[config.mk]
export PLATFORM = sky130hd
export DESIGN_NAME = writeback_stage_module
export DESIGN_NICKNAME = d
export VERILOG_FILES = /design/src/rtl/writeback_stage_module.sv
export SDC_FILE = /design/constraint.sdc
export NUM_CORES = 1
export LEC_CHECK = 0
export CAP_MARGIN = 25
export CORE_ASPECT_RATIO = 1.5
export CORE_UTILIZATION = 48
export CTS_BUF_LIST = sky130_fd_sc_hd__clkbuf_4 sky130_fd_sc_hd__clkbuf_8
export DETAILED_ROUTE_END_ITERATION = 7
export GPL_TIMING_DRIVEN = 0
export PLACE_DENSITY_LB_ADDON = 0.1
export SKIP_LAST_GASP = 1
export SYNTH_ARGS = -nofsm -noshare
export SYNTH_HDL_FRONTEND = slang
export SYNTH_SLANG_ARGS = --single-unit
[constraint.sdc]
create_clock -name clk -period 2.23 [get_ports clk]
set_input_delay 0.223 -clock clk [delete_from_list [all_inputs] [get_ports clk]]
set_output_delay 0.223 -clock clk [all_outputs]
set_load 0.03 [all_outputs]
[src/rtl/writeback_stage_module.sv]
// Writeback stage: retires ALU/link results directly and runs word-aligned loads
// through a REQ/WAIT handshake before writing extracted data to the register file.
module writeback_stage_module (
   input  logic        clk,
   input  logic        rst,
   input  logic        in_valid,
   output logic        in_ready,
   input  logic [1:0]  in_kind,
   input  logic [4:0]  in_rd,
   input  logic [31:0] in_result,
   input  logic [2:0]  in_funct3,
   output logic        mem_req_valid,
   input  logic        mem_req_ready,
   output logic [31:0] mem_addr,
   input  logic        mem_rsp_valid,
   input  logic [31:0] mem_rsp_data,
   output logic        rf_write_enable,
   output logic [4:0]  rf_write_address,
   output logic [31:0] rf_data_to_write,
   output logic        busy,
   output logic [4:0]  busy_rd,
   output logic        load_error,
   output logic [31:0] retired_count
);

   typedef enum logic [1:0] {
      ST_IDLE = 2'd0,
      ST_REQ  = 2'd1,
      ST_WAIT = 2'd2
   } state_t;

   state_t      state_r;
   logic [1:0]  lane_r;
   logic [2:0]  funct3_r;
   logic [4:0]  busy_rd_r;
   logic [31:0] mem_addr_r;
   logic        rf_we_r;
   logic [4:0]  rf_addr_r;
   logic [31:0] rf_data_r;
   logic        load_error_r;
   logic [31:0] retired_r;
   logic        load_legal_s;
   logic [31:0] load_data_s;

   // Legal sizes only, and halfword/word accesses must be naturally aligned.
   function automatic logic load_is_legal(input logic [2:0] f3, input logic [1:0] lo);
      logic ok;
      case (f3)
         3'b000, 3'b100: ok = 1'b1;
         3'b001, 3'b101: ok = ~lo[0];
         3'b010:         ok = (lo == 2'b00);
         default:        ok = 1'b0;
      endcase
      return ok;
   endfunction

   // Select the addressed byte/halfword lane and extend it to 32 bits.
   function automatic logic [31:0] extract_load(input logic [31:0] word, input logic [1:0] lane,
                                                input logic [2:0] f3);
      logic [7:0]  b;
      logic [15:0] h;
      logic [31:0] r;
      case (lane)
         2'b00:   b = word[7:0];
         2'b01:   b = word[15:8];
         2'b10:   b = word[23:16];
         2'b11:   b = word[31:24];
         default: b = 8'd0;
      endcase
      h = lane[1] ? word[31:16] : word[15:0];
      case (f3)
         3'b000:  r = {{24{b[7]}}, b};
         3'b001:  r = {{16{h[15]}}, h};
         3'b100:  r = {24'd0, b};
         3'b101:  r = {16'd0, h};
         3'b010:  r = word;
         default: r = word;
      endcase
      return r;
   endfunction

   // Per-cycle decode of the incoming load and of the pending response.
   always_comb begin
      load_legal_s = load_is_legal(in_funct3, in_result[1:0]);
      load_data_s  = extract_load(mem_rsp_data, lane_r, funct3_r);
   end

   // Stage FSM with registered register-file, error and retire outputs.
   always_ff @(posedge clk) begin
      if (!rst) begin
         state_r      <= ST_IDLE;
         lane_r       <= 2'd0;
         funct3_r     <= 3'd0;
         busy_rd_r    <= 5'd0;
         mem_addr_r   <= 32'd0;
         rf_we_r      <= 1'b0;
         rf_addr_r    <= 5'd0;
         rf_data_r    <= 32'd0;
         load_error_r <= 1'b0;
         retired_r    <= 32'd0;
      end else begin
         rf_we_r      <= 1'b0;
         load_error_r <= 1'b0;
         case (state_r)
            ST_IDLE: begin
               if (in_valid) begin
                  case (in_kind)
                     2'b01: begin
                        rf_we_r   <= (in_rd != 5'd0);
                        rf_addr_r <= in_rd;
                        rf_data_r <= in_result;
                        retired_r <= retired_r + 32'd1;
                     end
                     2'b11: begin
                        rf_we_r   <= (in_rd != 5'd0);
                        rf_addr_r <= in_rd;
                        rf_data_r <= in_result + 32'd4;
                        retired_r <= retired_r + 32'd1;
                     end
                     2'b10: begin
                        if (load_legal_s) begin
                           lane_r     <= in_result[1:0];
                           funct3_r   <= in_funct3;
                           busy_rd_r  <= in_rd;
                           mem_addr_r <= {in_result[31:2], 2'b00};
                           state_r    <= ST_REQ;
                        end else begin
                           load_error_r <= 1'b1;
                        end
                     end
                     default: retired_r <= retired_r + 32'd1;
                  endcase
               end else begin
                  state_r <= ST_IDLE;
               end
            end
            ST_REQ: begin
               if (mem_req_ready) begin
                  state_r <= ST_WAIT;
               end else begin
                  state_r <= ST_REQ;
               end
            end
            ST_WAIT: begin
               if (mem_rsp_valid) begin
                  rf_we_r   <= (busy_rd_r != 5'd0);
                  rf_addr_r <= busy_rd_r;
                  rf_data_r <= load_data_s;
                  retired_r <= retired_r + 32'd1;
                  busy_rd_r <= 5'd0;
                  state_r   <= ST_IDLE;
               end else begin
                  state_r <= ST_WAIT;
               end
            end
            default: state_r <= ST_IDLE;
         endcase
      end
   end

   assign in_ready         = (state_r == ST_IDLE);
   assign mem_req_valid    = (state_r == ST_REQ);
   assign busy             = (state_r != ST_IDLE);
   assign busy_rd          = busy_rd_r;
   assign mem_addr         = mem_addr_r;
   assign rf_write_enable  = rf_we_r;
   assign rf_write_address = rf_addr_r;
   assign rf_data_to_write = rf_data_r;
   assign load_error       = load_error_r;
   assign retired_count    = retired_r;

endmodule

==> summary.md, run 1 <==
| Metric | Value |
|---|---|
| Result of the run | `completed` |
| TritonCTS Buffers | `17` |
| Class of the tightest hold or removal check | `in -> reg` |
| Final number of hold-violating endpoints | `0` |
| Starting density of the core | `49.73%` |
| Vias in the first global route | `approximately 7000` |
| FP Rows | `between 40 and 50` |
| Worst setup path category | `in -> reg` |
| Layout Skew | `~13 ps` |
| Top post-synthesis cells by area | `sky130_fd_sc_hd__dfxtp_1 37%, sky130_fd_sc_hd__nand2_1 7.6%, sky130_fd_sc_hd__a21oi_1 7.0%, sky130_fd_sc_hd__xnor2_1 3.2%, sky130_fd_sc_hd__nand3_1 3.2%` |
| Routed wl met3 | `1.359 mm` |
| Reg-to-reg slack, setup | `120 ps` |
| Worst rel slew slack | `51.53%` |
| Startpoint of the worst hold path | `in_funct3[2]` |
| Final GP Congestion | `0.9784` |
| Total congestion overflow after global routing | `0` |
| Type of destination of the critical path | `register` |
| Initial antenna violation count | `0` |
| Number of buffers added for setup after CTS | `0` |
| Share of cells above drive strength 1 | `6.497%` |
| Number of I/O port buffers | `187` |
| Area inside the core boundary | `0.01214 mm^2` |
| Crit Reg-Reg Endpoint | `rf_write_address[0]` |
| Startpoint class of the critical path | `primary input` |
| Peak ir drop on the vdd network | `0.0004538 V` |
| Final net count | `1053` |
| Floorplan die width | `93.57 um` |
| Cell breakdown of the critical path | `clkdlybuf4s50_1 -> o31a_1 -> o22ai_1 -> nor2b_1 -> clkbuf_1 -> nand2_1 -> a21oi_1` |
| Total number of H-tree levels | `4` |
| Seq/Total Area, Yosys | `between 30% and 40%` |
| Sinks on the clock net | `113` |
| Final antenna diode count | `0` |
| Number of instances in the synthesized netlist | `765` |
| Total routed wire length on the met1 layer | `7.739 mm` |
| Number of enable-type register cells in the synthesized netlist | `0` |
| CTS root buf | `sky130_fd_sc_hd__clkbuf_8` |
| Initial DRC Count | `367` |
| Ports | `190` |
| Cts-stage hold buffer count | `0` |
| CTS clk-pin slew, worst paths | `70 ps` |
| Final WL | `21.94 mm` |
| Slew at the pin closest to its max-slew limit | `727.1 ps` |
| TritonCTS clock tree | `yes` |
| Number of unique standard cell types used by synthesis | `67` |
| Unrepaired setup endpoints after global routing | `true` |
| Worst path arrival time | `2530 ps` |
| Yosys top cell by area | `sky130_fd_sc_hd__dfxtp_1` |
| Residual DRC count | `0` |
| Startpoint of the worst-slack reg-to-reg timing path | `state_r[0]` |
| Max Transition Viols Final | `0` |
| Cells on Worst Hold Path | `3` |
| Cell family with most CP delay | `buffers and inverters` |
| Endpoint with the worst hold slack | `funct3_r[2]` |
| Most used flip-flop cell after synthesis | `sky130_fd_sc_hd__dfxtp_1` |
| Post-DP HPWL | `around 17 mm` |
| Layout Area Growth over Synthesis | `41.51%` |
| Peak Freq | `461.4 MHz` |
| Number of vias in the routed layout | `approximately 6800` |
| Worst path required time | `2590 ps` |
| Power Density | `601.2 mW/mm^2` |
| Delay of the slowest critical-path stage | `490 ps` |
| Area of the die | `0.01304 mm^2` |
| Max-capacitance violation count | `0` |
| Setup tns final | `0 ps` |
| Post-placement cell count | `1106` |
| Post-synth design cell area | `0.006037 mm^2` |
| Clock Latency Late Sink | `450 ps` |
| Mean cell area of the mapped netlist | `7.892 um^2` |
| Pleak | `2.931 nW` |
| # setup viols final | `0` |
| Number of detailed-routing iterations run before antenna repair | `5` |
| Number of stages on the worst setup path | `7` |
| Number of cells on the worst reg-to-reg path | `5` |
| Yosys Warn Count | `0` |
| Number of buffers on the longest clock path | `2` |
| Proportion of netlist area held by the largest area contributor | `37.47%` |
| Register bit count reported by yosys | `113` |
| Maximum number of pins on one net before global-route repair | `17` |
| Detail-routed via count per cell | `around 6` |
| GRT Resource Usage Total | `roughly a third` |
| Critical path buffer and inverter count | `2` |
| Worst path slowest cell | `sky130_fd_sc_hd__clkdlybuf4s50_1` |
| DR WL met2 | `11.49 mm` |
| Crit path max fanout | `10` |
| Final critical path time including I/O delays and setup | `2167 ps` |
| Final ANT Viol Nets | `0` |
| Average wire per standard cell | `19.28 um` |
| Resize count post-CTS | `0` |
| First-pass GRT wire length | `34.25 mm` |
| Top sig layer | `met4` |
| Die height | `139.4 um` |
| Post-route insts no fill | `around 1100` |
| Post-route clock period utilization | `97.18%` |
| Async SR Flop Fraction | `0%` |
-- per-stage QoR --
stage	power (mW)	cell area, um^2	setup WS, ps	hold slack, ps	util (%)
2_1_floorplan	2.568	6041	279.3	359.0	-
3_3_place_gp	2.994	8104	-319.9	439.8	66.76
3_5_place_dp	3.006	8104	-374.1	450.2	66.76
4_1_cts	5.143	8541	88.46	361.1	70.36
5_1_grt	5.295	8543	-1.514	364.5	70.38
6_report	5.136	8543	62.86	374.0	70.38
-- flip-flops by register name, indices dropped and copies added (netlist names) --
| register | count |
|---|---|
| rf_write_address | 5 |
| load_error | 1 |
| state_r | 2 |
| mem_addr | 30 |
| lane_r | 2 |
| rf_write_enable | 1 |
| busy_rd | 5 |
| rf_data_to_write | 32 |
| retired_count | 32 |
| funct3_r | 3 |
-- cell usage after synthesis, drive strengths merged, types with 15 or more instances --
library cell,n
nand3,38
nor3,22
inv,21
xnor2,22
nand4,23
clkbuf,40
nand2,122
nor2,29
dfxtp,113
or3,15
a21oi,85
o21ai,51
-- area by class of cell --
class | instances | area [um^2]
fill | 1021 | 3596
multi-input combinational | 582 | 3476
sequential | 113 | 2262
timing repair buffer | 187 | 1872
clock buffer | 21 | 276.5
buffer | 50 | 226.5
tap | 153 | 191.4
clock inverter | 11 | 160.2
inverter | 21 | 78.83
-- worst reg2reg max path, cell delays in order, from the launching register on --
cell and delay [ps]:
sky130_fd_sc_hd__dfxtp_1 360, sky130_fd_sc_hd__clkbuf_1 270, sky130_fd_sc_hd__a21oi_1 220, sky130_fd_sc_hd__clkbuf_1 420
sky130_fd_sc_hd__clkbuf_1 520, sky130_fd_sc_hd__a311oi_1 170
-- kinds of logic after synthesis --
family | synth area share, %
simple gates | 27.15
compound gates | 22.40
flops | 37.47
buf+inv | 5.015
xor+xnor | 4.787
mux | 2.694
fa+ha+maj | 0.4144
other cells | 0.06212
-- worst max-delay path by stage --
stage	from	endpoint	slack (ps)
after floorplan	retired_count[11]	retired_count[23]	280
after global placement	in_result[0]	mem_addr[22]	-320
after detailed placement	in_result[0]	mem_addr[3]	-370
after CTS	in_result[0]	mem_addr[3]	90
after global routing	in_result[0]	funct3_r[0]	-2
final	in_result[0]	busy_rd[4]	60
-- layer usage --
layer,track usage [%],vias up
met5,0,-
met4,22.75,0
li1,-,3190
met3,7.650,83
met1,34.54,3218
met2,60.68,332
-- cell usage in the layout (no fill, tap or decap), drive strengths merged, types with 7 or more instances in the layout --
master / netlist / final
a211oi: 12 / 12
a21oi: 85 / 85
a31oi: 9 / 9
and3: 12 / 12
and4: 11 / 11
buf: 10 / 10
clkbuf: 40 / 61
clkdlybuf4s50: 0 / 187
dfxtp: 113 / 113
inv: 21 / 21
mux2: 8 / 8
nand2: 122 / 122
nand2b: 7 / 7
nand3: 38 / 38
nand4: 23 / 23
nor2: 29 / 29
nor3: 22 / 22
nor4: 9 / 9
o21ai: 51 / 51
o221ai: 7 / 7
or3: 15 / 15
xnor2: 22 / 22
xor2: 11 / 11
-- where the power goes --
group,internal [mW],switching (mW)
Sequential,2.09,0.0493
Combinational,0.357,0.484
Clock,1.29,0.869
No activity file was read; power rests on OpenSTA's default activity.
==> inputs of run 2 (changes only) <==
--- a/config.mk
+++ b/config.mk
@@ -5,9 +5,10 @@
 export SDC_FILE = /design/constraint.sdc
 export NUM_CORES = 1
 export LEC_CHECK = 0
+export ABC_AREA = 1
 export CAP_MARGIN = 25
 export CORE_ASPECT_RATIO = 1.5
-export CORE_UTILIZATION = 48
+export CORE_UTILIZATION = 38
 export CTS_BUF_LIST = sky130_fd_sc_hd__clkbuf_4 sky130_fd_sc_hd__clkbuf_8
 export DETAILED_ROUTE_END_ITERATION = 7
 export GPL_TIMING_DRIVEN = 0
==> summary.md, run 2 <==
| Metric | Value |
|---|---|
| Result of the run | `completed` |
| Die height | `164.0 um (+18%)` |
| CTS root buf | `sky130_fd_sc_hd__clkbuf_8` |
| Residual DRC count | `0 (unchanged)` |
| Type of destination of the critical path | `register` |
| TritonCTS Buffers | `17 (unchanged)` |
| Post-route insts no fill | `1498 (+32%)` |
| Peak ir drop on the vdd network | `0.0003104 V (-32%)` |
| Worst path required time | `2550 ps (-40 ps)` |
| Seq/Total Area, Yosys | `34.04% (-3.4 points)` |
| First-pass GRT wire length | `39.41 mm (+15%)` |
| Number of I/O port buffers | `187 (unchanged)` |
| Worst rel slew slack | `52.48% (+0.95 points)` |
| Worst setup path category | `reg -> reg` |
| Number of enable-type register cells in the synthesized netlist | `0 (unchanged)` |
| Mean cell area of the mapped netlist | `6.222 um^2 (-21%)` |
| # setup viols final | `0 (unchanged)` |
| Total power consumption of the routed design | `5.371 mW (+4.6%)` |
| Layout Area Growth over Synthesis | `38.02%` |
| Total congestion overflow after global routing | `0 (unchanged)` |
| Final number of hold-violating endpoints | `0 (unchanged)` |
| Startpoint class of the critical path | `register` |
| Placed inst area | `0.008783 mm^2 (+8.4%)` |
| Setup tns final | `0 ps (unchanged)` |
| Floorplan die width | `110.0 um (+18%)` |
| Initial antenna violation count | `0 (unchanged)` |
| Most common library cell in the layout ignoring fill and taps | `sky130_fd_sc_hd__nand2_1` |
| Slew at the pin closest to its max-slew limit | `712.8 ps (-14.29 ps)` |
| Register bit count reported by yosys | `113 (unchanged)` |
| Number of detailed-routing iterations run before antenna repair | `5 (unchanged)` |
| Post-route clock period utilization | `94.04% (-3.1 points)` |
| GRT Resource Usage Total | `29.77% (-4.2 points)` |
| Most used standard cell by instance count after synthesis | `sky130_fd_sc_hd__nand2_1` |
| Post-route design area | `0.009171 mm^2 (+7.4%)` |
| Async SR Flop Fraction | `0% (unchanged)` |
| Final critical path time including I/O delays and setup | `2097 ps (-70.05 ps)` |
| Delay of the slowest critical-path stage | `370 ps (-120 ps)` |
| Number of cells on the worst reg-to-reg path | `7 (+2)` |
| Class of the tightest hold or removal check | `in -> reg` |
| Proportion of netlist area held by the largest area contributor | `34.04% (-3.4 points)` |
| Peak Freq | `476.9 MHz (+3.3%)` |
| Sinks on the clock net | `113 (unchanged)` |
| Yosys top cell by area | `sky130_fd_sc_hd__dfxtp_1` |
| Vias in the first global route | `7602 (+11%)` |
| CTS clk-pin slew, worst paths | `80 ps (about the same)` |
| Layout Skew | `14.75 ps (+1.396 ps)` |
| Share of cells above drive strength 1 | `4.969% (-1.5 points)` |
| Area of the die | `0.01803 mm^2 (+38%)` |
| Clock Latency Late Sink | `460 ps (about the same)` |
| TritonCTS clock tree | `yes` |
| Post-DP HPWL | `20.91 mm (+23%)` |
| Total number of H-tree levels | `4 (unchanged)` |
| Number of instances in the synthesized netlist | `1068 (+40%)` |
| Power Density | `585.6 mW/mm^2 (-2.6%)` |
| Area inside the core boundary | `0.01691 mm^2 (+39%)` |
| Post-synth design cell area | `0.006645 mm^2 (+10%)` |
| Maximum number of pins on one net before global-route repair | `17 (unchanged)` |
| Number of buffers on the longest clock path | `2 (unchanged)` |
| Final ANT Viol Nets | `0 (unchanged)` |
| Final core utilization | `54.24% (-16 points)` |
| Detail-routed via count per cell | `5.312 (-11%)` |
| Final WL | `26.49 mm (+21%)` |
| Unrepaired setup endpoints after global routing | `false` |
| Worst path arrival time | `2420 ps (-110 ps)` |
| Top post-synthesis cells by area | `sky130_fd_sc_hd__dfxtp_1 34%, sky130_fd_sc_hd__nand2_1 16%, sky130_fd_sc_hd__a21oi_1 8.9%, sky130_fd_sc_hd__nor2_1 6.3%, sky130_fd_sc_hd__inv_1 6.0%` |
| DP Worst Slack | `-294.5 ps (+79.56 ps)` |
| Post-placement cell count | `1466 (+33%)` |
| Crit path max fanout | `10 (unchanged)` |
| Final antenna diode count | `0 (unchanged)` |
| Cells on Worst Hold Path | `3 (unchanged)` |
| Max-capacitance violation count | `0 (unchanged)` |
| Final setup margin | `132.9 ps (+70.05 ps)` |
| Initial DRC Count | `456 (+24%)` |
| Number of vias in the routed layout | `7957 (+17%)` |
| Max Transition Viols Final | `0 (unchanged)` |
| Average wire per standard cell | `17.68 um (-8.3%)` |
| Number of unique standard cell types used by synthesis | `36 (-46%)` |
| Pleak | `3.605 nW (+23%)` |
| Starting density of the core | `39.30% (-10 points)` |
| FP Rows | `58 (+18%)` |
| Worst path slowest cell | `sky130_fd_sc_hd__dfxtp_1` |
| Ports | `190 (unchanged)` |
| Hold slack | `390.5 ps (+16.58 ps)` |
| Top cells by count, synth | `275 x sky130_fd_sc_hd__nand2_1, 118 x sky130_fd_sc_hd__a21oi_1, 113 x sky130_fd_sc_hd__dfxtp_1` |
| Top library cells by usage in the layout, fill and taps aside | `275 x sky130_fd_sc_hd__nand2_1, 187 x sky130_fd_sc_hd__clkdlybuf4s50_1, 118 x sky130_fd_sc_hd__a21oi_1, 113 x sky130_fd_sc_hd__dfxtp_1, 112 x sky130_fd_sc_hd__nor2_1` |
| Yosys Warn Count | `0 (unchanged)` |
| Most used flip-flop cell after synthesis | `sky130_fd_sc_hd__dfxtp_1` |
| Cell breakdown of the critical path | `nor2_4 -> nand2_1 -> inv_1 -> nand3_1 -> clkbuf_2 -> o21ai_0 -> a21oi_1` |
| Final net count | `1356 (+29%)` |
| Final GP Congestion | `1.038 (+6.1%)` |
run 2: routing by layer:
layer	track usage (%)	vias up	share of wire (%)
met5	0	-	0
met4	20.12	0	6.5
met3	4.643	92	5.1
met2	56.02	303	53
met1	29.00	3651	36
li1	-	3911	-
run 2: layout make-up:
cell class	count	area (um^2)
Fill cell	1760	7737
Multi-Input combinational cell	796	3742
Sequential cell	113	2262
Timing Repair Buffer	187	1872
Inverter	110	412.9
Tap cell	210	262.8
Clock buffer	19	255.2
Buffer	50	234.0
Clock inverter	13	130.1
run 2: critical path: cells and delay by family, from the launching register on:
kind | cells | cell delay, ps
buffers and inverters | 2 | 480
and+or+nand+nor | 3 | 680
DFF | 1 | 370
AOI/OAI and AO/OA | 2 | 430
run 2: worst paths after layout:
check | start | to | slack (ps)
max reg2reg | state_r[1] | mem_addr[31] | 130
min reg2reg | mem_addr[30] | mem_addr[30] | 450
min | mem_req_ready | state_r[1] | 390
max | state_r[1] | mem_addr[31] | 130
run 2: repair_timing:
item / CTS / global route
setup buffers: 0 / 0
hold buffers: 0 / 0
gates resized for setup: 0 / 4
setup endpoints to repair: 0 / 5
run 2: where the power goes:
group,total [mW],internal [mW],switching (mW)
logic,1.23,0.477,0.755
clock network,1.95,0.940,1.01
registers,2.19,2.12,0.0680
run 2: logic make-up after synthesis:
logic type	after synthesis	share of synthesized area, %
and+or+nand+nor	512	32.27
AOI/OAI and AO/OA	259	20.79
buffers and inverters	160	9.697
DFF	113	34.04
xor gates and xnor gates	21	2.768
adders and majority gates	2	0.3765
other	1	0.05643
